===== src/rtl/pipe_pkg.sv =====
// Shared types and CPU control-field layout for the inter-stage pipeline registers.
package pipe_pkg;

  typedef enum logic [1:0] {
    ST_EMPTY = 2'd0,
    ST_FULL  = 2'd1,
    ST_SKID  = 2'd2
  } state_t;

  localparam int RESULTSRC_W = 2;
  localparam int ALUCTRL_W   = 4;
  localparam int FUNCT3_W    = 3;
  localparam int CTRL_W_CPU  = 15;

  // Bit positions of each control field inside the packed control word (LSB first).
  localparam int FUNCT3_LSB    = 0;
  localparam int MEMREAD_BIT   = FUNCT3_LSB + FUNCT3_W;
  localparam int ALUCTRL_LSB   = MEMREAD_BIT + 1;
  localparam int BRANCH_BIT    = ALUCTRL_LSB + ALUCTRL_W;
  localparam int JUMP_BIT      = BRANCH_BIT + 1;
  localparam int REGWRITE_BIT  = JUMP_BIT + 1;
  localparam int ALUSRC_BIT    = REGWRITE_BIT + 1;
  localparam int MEMWRITE_BIT  = ALUSRC_BIT + 1;
  localparam int RESULTSRC_LSB = MEMWRITE_BIT + 1;

  typedef struct packed {
    logic [RESULTSRC_W-1:0] result_src;
    logic                   mem_write;
    logic                   alu_src;
    logic                   reg_write;
    logic                   jump;
    logic                   branch;
    logic [ALUCTRL_W-1:0]   alu_control;
    logic                   mem_read;
    logic [FUNCT3_W-1:0]    funct3;
  } cpu_ctrl_t;

  function automatic logic [CTRL_W_CPU-1:0] pack_ctrl(input cpu_ctrl_t c);
    return c;
  endfunction

endpackage


===== src/rtl/sat_counter.sv =====
// Saturating up-counter with synchronous clear; adds 0..3 per enabled cycle.
module sat_counter #(
  parameter int W = 16
) (
  input  logic         clk,
  input  logic         reset,
  input  logic         inc,
  input  logic [1:0]   amount,
  input  logic         clr,
  output logic [W-1:0] count
);

  logic [W:0] sum;

  // The carry-out bit flags that the sum passed 2^W-1.
  always_comb begin
    sum = {1'b0, count} + (W+1)'(amount);
  end

  // NOTE: sequential state is updated with <= only so every flop samples pre-edge values.
  always_ff @(posedge clk or negedge reset) begin
    if (!reset) begin
      count <= '0;
    end else if (clr) begin
      count <= '0;
    end else if (inc) begin
      count <= sum[W] ? '1 : sum[W-1:0];
    end
  end

endmodule


===== src/rtl/pipe_stage_reg.sv =====
// Inter-stage pipeline register with valid/ready handshake, optional 2-entry skid,
// synchronous flush and saturating stall/squash counters.
module pipe_stage_reg
  import pipe_pkg::*;
#(
  parameter int DATA_W  = 175,
  parameter int CTRL_W  = CTRL_W_CPU,
  parameter int SKID_EN = 1,
  parameter int CNT_W   = 16
) (
  input  logic              clk,
  input  logic              reset,
  input  logic              in_valid,
  output logic              in_ready,
  input  logic [CTRL_W-1:0] in_ctrl,
  input  logic [DATA_W-1:0] in_data,
  input  logic              flush,
  output logic              out_valid,
  input  logic              out_ready,
  output logic [CTRL_W-1:0] out_ctrl,
  output logic [DATA_W-1:0] out_data,
  input  logic              cnt_clr,
  output logic [CNT_W-1:0]  stall_cnt,
  output logic [CNT_W-1:0]  squash_cnt
);

  state_t            state, next_state;
  logic [DATA_W-1:0] main_data, skid_data;
  logic [CTRL_W-1:0] main_ctrl, skid_ctrl;
  logic              in_ready_q;
  logic              accept, consume;
  logic              load_main, main_from_skid, load_skid;
  logic              clr_main_ctrl, clr_skid_ctrl;
  logic [1:0]        squash_amt;

  assign out_valid = (state != ST_EMPTY);
  assign out_data  = main_data;
  assign out_ctrl  = main_ctrl;

  // in_ready_q doubles as the "out of reset" flag for the combinational variant.
  assign in_ready = (SKID_EN != 0) ? in_ready_q
                                   : (in_ready_q & (!out_valid | out_ready));

  assign accept  = in_valid & in_ready & !flush;
  assign consume = out_valid & out_ready;

  // NOTE: every output of this block gets a default first, so no path infers a latch.
  always_comb begin
    next_state     = state;
    load_main      = 1'b0;
    main_from_skid = 1'b0;
    load_skid      = 1'b0;
    clr_main_ctrl  = 1'b0;
    clr_skid_ctrl  = 1'b0;
    squash_amt     = 2'd0;
    if (flush) begin
      next_state    = ST_EMPTY;
      clr_main_ctrl = 1'b1;
      clr_skid_ctrl = 1'b1;
      // A beat consumed on the flush cycle was delivered, not squashed.
      case (state)
        ST_FULL: squash_amt = consume ? 2'd0 : 2'd1;
        ST_SKID: squash_amt = consume ? 2'd1 : 2'd2;
        default: squash_amt = 2'd0;
      endcase
    end else begin
      case (state)
        ST_EMPTY: begin
          if (accept) begin
            next_state = ST_FULL;
            load_main  = 1'b1;
          end
        end
        ST_FULL: begin
          if (consume && accept) begin
            load_main = 1'b1;
          end else if (consume) begin
            next_state    = ST_EMPTY;
            clr_main_ctrl = 1'b1;
          end else if (accept && (SKID_EN != 0)) begin
            next_state = ST_SKID;
            load_skid  = 1'b1;
          end
        end
        ST_SKID: begin
          if (consume) begin
            next_state     = ST_FULL;
            load_main      = 1'b1;
            main_from_skid = 1'b1;
            clr_skid_ctrl  = 1'b1;
          end
        end
        default: next_state = ST_EMPTY;
      endcase
    end
  end

  // NOTE: payload registers are reset too, since out_data must read zero out of reset.
  always_ff @(posedge clk or negedge reset) begin
    if (!reset) begin
      state      <= ST_EMPTY;
      in_ready_q <= 1'b0;
      main_data  <= '0;
      main_ctrl  <= '0;
      skid_data  <= '0;
      skid_ctrl  <= '0;
    end else begin
      state      <= next_state;
      in_ready_q <= (next_state != ST_SKID);
      if (load_main) begin
        main_data <= main_from_skid ? skid_data : in_data;
        main_ctrl <= main_from_skid ? skid_ctrl : in_ctrl;
      end else if (clr_main_ctrl) begin
        main_ctrl <= '0;
      end
      if (load_skid) begin
        skid_data <= in_data;
        skid_ctrl <= in_ctrl;
      end else if (clr_skid_ctrl) begin
        skid_ctrl <= '0;
      end
    end
  end

  sat_counter #(.W(CNT_W)) u_stall_cnt (
    .clk    (clk),
    .reset  (reset),
    .inc    (out_valid & !out_ready & !flush),
    .amount (2'd1),
    .clr    (cnt_clr),
    .count  (stall_cnt)
  );

  sat_counter #(.W(CNT_W)) u_squash_cnt (
    .clk    (clk),
    .reset  (reset),
    .inc    (flush),
    .amount (squash_amt),
    .clr    (cnt_clr),
    .count  (squash_cnt)
  );

endmodule


===== config.mk =====
export PLATFORM = sky130hd
export DESIGN_NAME = pipe_stage_reg
export DESIGN_NICKNAME = d
export VERILOG_FILES = /design/src/rtl/pipe_pkg.sv /design/src/rtl/sat_counter.sv /design/src/rtl/pipe_stage_reg.sv
export SDC_FILE = /design/constraint.sdc
export NUM_CORES = 1
export LEC_CHECK = 0
export CORE_MARGIN = 2
export CORE_UTILIZATION = 46
export CTS_CLUSTER_DIAMETER = 120
export DETAILED_ROUTE_END_ITERATION = 16
export PLACE_DENSITY = 0.84
export SLEW_MARGIN = 20
export SYNTH_ARGS = -nofsm -noshare
export SYNTH_HDL_FRONTEND = slang
export SYNTH_SLANG_ARGS = --single-unit

===== constraint.sdc =====
create_clock -name clk -period 2.95 [get_ports clk]
set_input_delay 0.7375 -clock clk [delete_from_list [all_inputs] [get_ports clk]]
set_output_delay 0.7375 -clock clk [all_outputs]
set_load 0.02 [all_outputs]

==> metrics.yaml <==
status: "complete, no violations"
synth_cell_types: 57
syn_inst: 1240
grt_pass1_wl_um: 74500
clk_pin_slew_worst_paths_ns: 0.06
core-area_mm2: 0.0397
skew_ns: 0.0110
rows: 73
rsz0062_at_grt: "false"
final_cell_mix: "clkdlybuf4s50_1, dfrtp_1, mux2_2, mux2_1, clkbuf_16"
ant_nets: 0
via_per_inst: 5.35
nets: 1911
finalCritPeriodShare: 0.955
yosysTopAreaCell: "dfrtp_1"
grt_usage: 0.226
yosysWarnings: 0
die-width_um: 205
hold_buffers: 0
maxCapViolCount: 0
critPathKind: "reg2out"
antenna_found_initial: 3
crit_fanout: 8
ys_seq_area_frac: 0.560
hold_viol_final: 0
crit_chain: "buf_4 > nor2_1 > inv_1 > clkdlybuf4s50_1"
fmax_ghz: 0.355
synth_edf_count: 0
clock_latency_ns: 0.56
syn-cell-area_mm2: 0.0186
syn2layout_area_growth_pct: 36.8
worstPathRequired_ns: 2.21
leakage_nw: 10.6
async_flop_share: 1.00
slew_headroom: 0.567
critPathArrivalTime_ns: 2.08
postSynthNetCount: 1440
final-max-slew-violation-count: 0
ys_ff_latch: 415
ctsLongestPathBuffers: 3
peakVddDrop_uv: 496
die_area_mm2: 0.0420
avgSynthCellArea_um2: 15.0
p_per_area_mw_per_mm2: 680
worstHoldPathType: "in2async"
dpl_cell_area_mm2: 0.0239
worst_pin_slew_ns: 0.650
final.min_clock_period_ns: 2.82
final.setup.tns_ns: 0
cts_sinks: 415
critical_path.top_delay_family: "buffers and inverters"
drive_gt1_frac: 0.298
fin_area_mm2: 0.0254
drtPass1Iterations: 5
setup_violations: 0
synth_top_area_share: 0.560
synth_flop_cell: "dfrtp_1"
layoutNonFillerInstCount: 2271
multi_input_area_mm2: 0.00763
dp_hpwl_um: 32300
drt-total-wl_um: 46700
nFillCells: 2819
cts_inserted_buffers: 45
via_count: 12200
start_kind: "register"
cts_max_level: 2
worst-path-buf-inv: 3
gp_congestion: 0.846
initial_core_util: 0.467
die_y_um: 205
drt_iter0_drc: 451
synth_area_leaders: "dfrtp_1, mux2_2, mux2_1"
port_buffers: 419
critPathCaptureType: "output port"
cp_slowest_cell: "clkdlybuf4s50_1"
io_pins: 420
cts_root_buffer: "clkbuf_16"
grt_pass1_vias: 13400
cp_slowest_stage_delay_ns: 0.57
grt_max_degree: 74
post-route-drc-count: 0
cts_tree: "yes"
grt_overflow: 0
avgRoutedWirePerCell_um: 20.5
ff_latch_area_mm2: 0.0104
final_util: 0.639
place.detailed.instances: 2188
final_common_cell: "clkdlybuf4s50_1"
## sequential cells by signal, indices dropped and copies added (netlist names)
name	flops
out_ctrl	15
skid_ctrl	15
u_squash_cnt.count	16
in_ready	1
skid_data	175
out_data	175
state	2
u_stall_cnt.count	16
## per-layer routing
layer  GRT usage  routed length, um  vias up  share of wire
met5           0                  0        -              0
met2       0.380              23000      390           0.49
met4      0.0771               1310        0          0.028
met1       0.283              19100     6200           0.41
met3      0.0592               3300       74          0.071
li1            -                  -     5486              -
## power by group
part           internal [W]  switching, W
combinational       0.00228       0.00170
sequential          0.00697      0.000711
clock               0.00338       0.00222
## cell families (layout without fill, tap and decap cells)
kind of cell,count (synthesis),after routing,share of synthesized area
AO/OA/AOI/OAI,84,84,0.0353
adder cells (fa/ha/maj),4,4,0.00310
buffers and inverters,85,588,0.0303
flip-flops,415,415,0.560
multiplexers,541,541,0.335
other,0,3,0
AND/OR/NAND/NOR,111,111,0.0369
## Yosys cell counts (all sizes together) (4+ instances only)
cell and count:
mux2 525, dfrtp 415, buf 61, nor2 24
nor3 17, mux2i 16, a22o 15, o2bb2ai 15
inv 12, a21oi 11, clkbuf 11, nand3 11
and3 9, nand4 9, nor4 9, a211oi 8
o21ai 8, a31oi 7, nand2 7, a311oi 6
nor2b 6, and2 5, and4 4
## per-stage QoR
step,hold slack [ns],worst slack (ns),power (W)
after global routing,0.188,0.0291,0.0181
after global placement,0.466,-0.451,0.0115
after CTS,0.176,0.0923,0.0174
final,0.169,0.132,0.0173
after floorplan,0.442,0.00508,0.00967
after detailed placement,0.474,-0.474,0.0117
## layout make-up
cell class,count,share of cell area
diodes,3,0.000296
clock buffers,70,0.0516
clock inverters,9,0.00572
inverters,13,0.00192
multi-input cells,740,0.301
flip-flops and latches,415,0.409
well taps,525,0.0259
repair buffers,496,0.205
## worst paths after layout
kind	from	to	slack, ns	cells past startpoint
worst max-delay path	state[1]	out_valid	0.13	4
worst min register to register	out_data[3]	out_data[3]	0.48	1
min in group clk	out_data[3]	out_data[3]	0.48	1
worst min-delay path	reset	out_data[112]	0.17	1
worst max register to register	state[0]	u_squash_cnt.count[3]	0.23	10
max in group asynchronous	reset	skid_data[157]	1.81	2
## what timing repair did
item | 4_1_cts | 5_1_grt
setup endpoints to repair | 0 | 2
setup buffers | 0 | 1
gates resized for setup | 0 | 1
No activity file was read; power rests on OpenSTA's default activity.
==> variant: new RTL, same settings <==
Change the parameter `CNT_W` from 16 to 32.
--- a/src/rtl/pipe_stage_reg.sv
+++ b/src/rtl/pipe_stage_reg.sv
@@ -7,5 +7,5 @@
   parameter int CTRL_W  = CTRL_W_CPU,
   parameter int SKID_EN = 1,
-  parameter int CNT_W   = 16
+  parameter int CNT_W   = 32
 ) (
   input  logic              clk,
Ports: changed (resized squash_cnt and stall_cnt); port bits go from 420 to 452. The function was not compared with the original's and may differ.
==> variant against the unedited design <==
  * Sequential power grew 4.9%
  * Combinational power fell by 9.0%
  * Non-clock buffer count is 59 higher
  * Synthesized area rose by 4.9%
  * Total power increased by 3.9%
  * Highest routed layer unchanged
  * Design area up 7.0%
  * Wire length is 21% higher
  * Sequential cell count is 32 higher
  * Worst setup slack lost 0.089 ns
  * Die area up 4.8%
  * Critical path depth grew 7
==> variant: results (changes against the unedited design) <==
| Metric | Value |
|---|---|
| Status | completed (unchanged) |
| Initial antenna violation count | 1 (was 3) |
| Via Count | 15506 (was 12150) |
| Overall Global Routing Usage | 0.2531 (was 0.2257) |
| CP max-delay cell | or4_4 (was clkdlybuf4s50_1) |
| FF-to-FF path depth | 11 (was 10) |
| Crit-path max cell delay | 0.47 ns (was 0.57 ns) |
| Clock skew | 0.03033 ns (was 0.01103 ns) |
| Syn_nets | 1864 (was 1440) |
| Vias in the first global route | 16550 (was 13352) |
| Max VDD drop | 545.1 µV (was 495.6 µV) |
| Post-route insts no fill | 2737 (was 2271) |
| Met2 global-route usage | 0.4252 (was 0.3796) |
| GR Layer Usage met3 | 0.05940 (was 0.05918) |
| Ys Warns | 0 (unchanged) |
| LEAKAGE | 0.01122 µW (was 0.01060 µW) |
| Post-DP HPWL | 39380 µm (was 32330 µm) |
| Syn Area/Cell | 11.70 µm² (was 14.97 µm²) |
| Last element of the critical path | u_squash_cnt.count[18]$_DFFE_PN0P_ (was out_valid) |
| Dpl ws | -0.8182 ns (was -0.4739 ns) |
| Share of layout cells above drive strength 1 | 0.1771 (was 0.2983) |
| Top cell types by occurrence after synthesis | dfrtp_1, nand2_1, o21ai_0, mux2i_1, mux2_2 (was dfrtp_1, mux2_2, mux2_1, mux2_4, nor2_1) |
| Layout Nets | 2364 (was 1911) |
| Num CTS Buffers | 47 (was 45) |
| Cells after DPL | 2649 (was 2188) |
| IO Port Bufs | 451 (was 419) |
| Final WL | 56300 µm (was 46670 µm) |
| Synth area leaders | dfrtp_1, mux2_2, mux2i_1 (was dfrtp_1, mux2_2, mux2_1) |
| CP top delay family | simple AND/OR/NAND/NOR gates (was buffers and inverters) |
| Final Wtd Congestion | 0.9114 (was 0.8463) |
| Number of detailed-route iterations in the first pass | 7 (was 5) |
| Largest net degree at the start of global routing | 75 (was 74) |
| Final period util | 0.9853 (was 0.9553) |
| 1st-iter DRT viols | 1307 (was 451) |
| Rel. slew slack | 0.4364 (was 0.5667) |
| Worst-path fanout max | 5 (was 8) |
| Critical Path AT | 3.39 ns (was 2.08 ns) |
-- variant: cell count changes after synthesis, sizes merged, moves of 10 or more --
cell and delta:
a21oi +10, a31oi +13, and3 +20, and4 +12, buf -39, clkbuf +71
dfrtp +32, mux2 -350, mux2i +175, nand2 +196, nor2 +21, nor3 +19
nor4 +11, o21ai +190
-- variant: worst min-delay path by stage --
stage	endpoint	depth (start not counted)	slack, ns	from
2_1_floorplan	in_ready$_DFF_PN0_	0	0.44	reset
3_3_place_gp	out_data[93]$_DFFE_PN0P_	2	0.46	out_data[93]$_DFFE_PN0P_
4_1_cts	u_stall_cnt.count[28]$_DFFE_PN0P_	1	0.17	reset
6_report	u_stall_cnt.count[28]$_DFFE_PN0P_	1	0.16	reset
3_5_place_dp	out_data[93]$_DFFE_PN0P_	2	0.47	out_data[93]$_DFFE_PN0P_
5_1_grt	u_stall_cnt.count[27]$_DFFE_PN0P_	1	0.19	reset
-- variant: logic make-up (layout without fill, tap and decap cells) --
logic type	after synthesis	count (layout)	share of synthesized area
other	0	1	0
buffers and inverters	116	649	0.02397
adder cells (fa/ha/maj)	4	4	0.002957
flip-flops	447	447	0.5746
AO/OA/AOI/OAI	315	315	0.09589
multiplexers	366	366	0.1994
XOR/XNOR	1	1	0.0004500
AND/OR/NAND/NOR	415	415	0.1027
-- variant: per-stage QoR --
step / instance area [µm²] / hold slack [ns] / utilization / power, µW
4_1_cts: 27080 / 0.1733 / 0.6471 / 18070
2_1_floorplan: 19520 / 0.4419 / - / 9748
3_3_place_gp: 25410 / 0.4621 / 0.6072 / 11510
6_report: 27170 / 0.1555 / 0.6492 / 17950
5_1_grt: 27170 / 0.1913 / 0.6492 / 18660
3_5_place_dp: 25410 / 0.4691 / 0.6072 / 11750
-- variant: layout make-up --
type,instances,share of cell area
diodes,1,0.00009210
clock buffers,66,0.04996
clock inverters,16,0.01031
inverters,12,0.001658
multi-input cells,1101,0.2918
flip-flops and latches,447,0.4117
well taps,539,0.02482
repair buffers,555,0.2097
-- variant: layer usage --
layer	wire, µm	up-vias	share of wire
met3	4146	146	0.074
met5	0	-	0
met2	28040	607	0.50
met4	2197	0	0.039
met1	21920	7755	0.39
li1	-	6998	-
-- variant: repair_timing --
action | in CTS | in global routing
resized for setup | 8 | 11
endpoints found under the setup margin | 16 | 19
pin swaps | 1 | 5
endpoints found under the hold margin | 0 | 0
setup buffers | 0 | 5
-- variant: report_power, final --
group / switching [µW] / total [µW] / leakage [µW] / internal [µW]
registers: 711 / 8060 / 0.00565 / 7340
logic: 1730 / 3630 / 0.00476 / 1900
clock network: 2450 / 6260 / 0.000804 / 3810
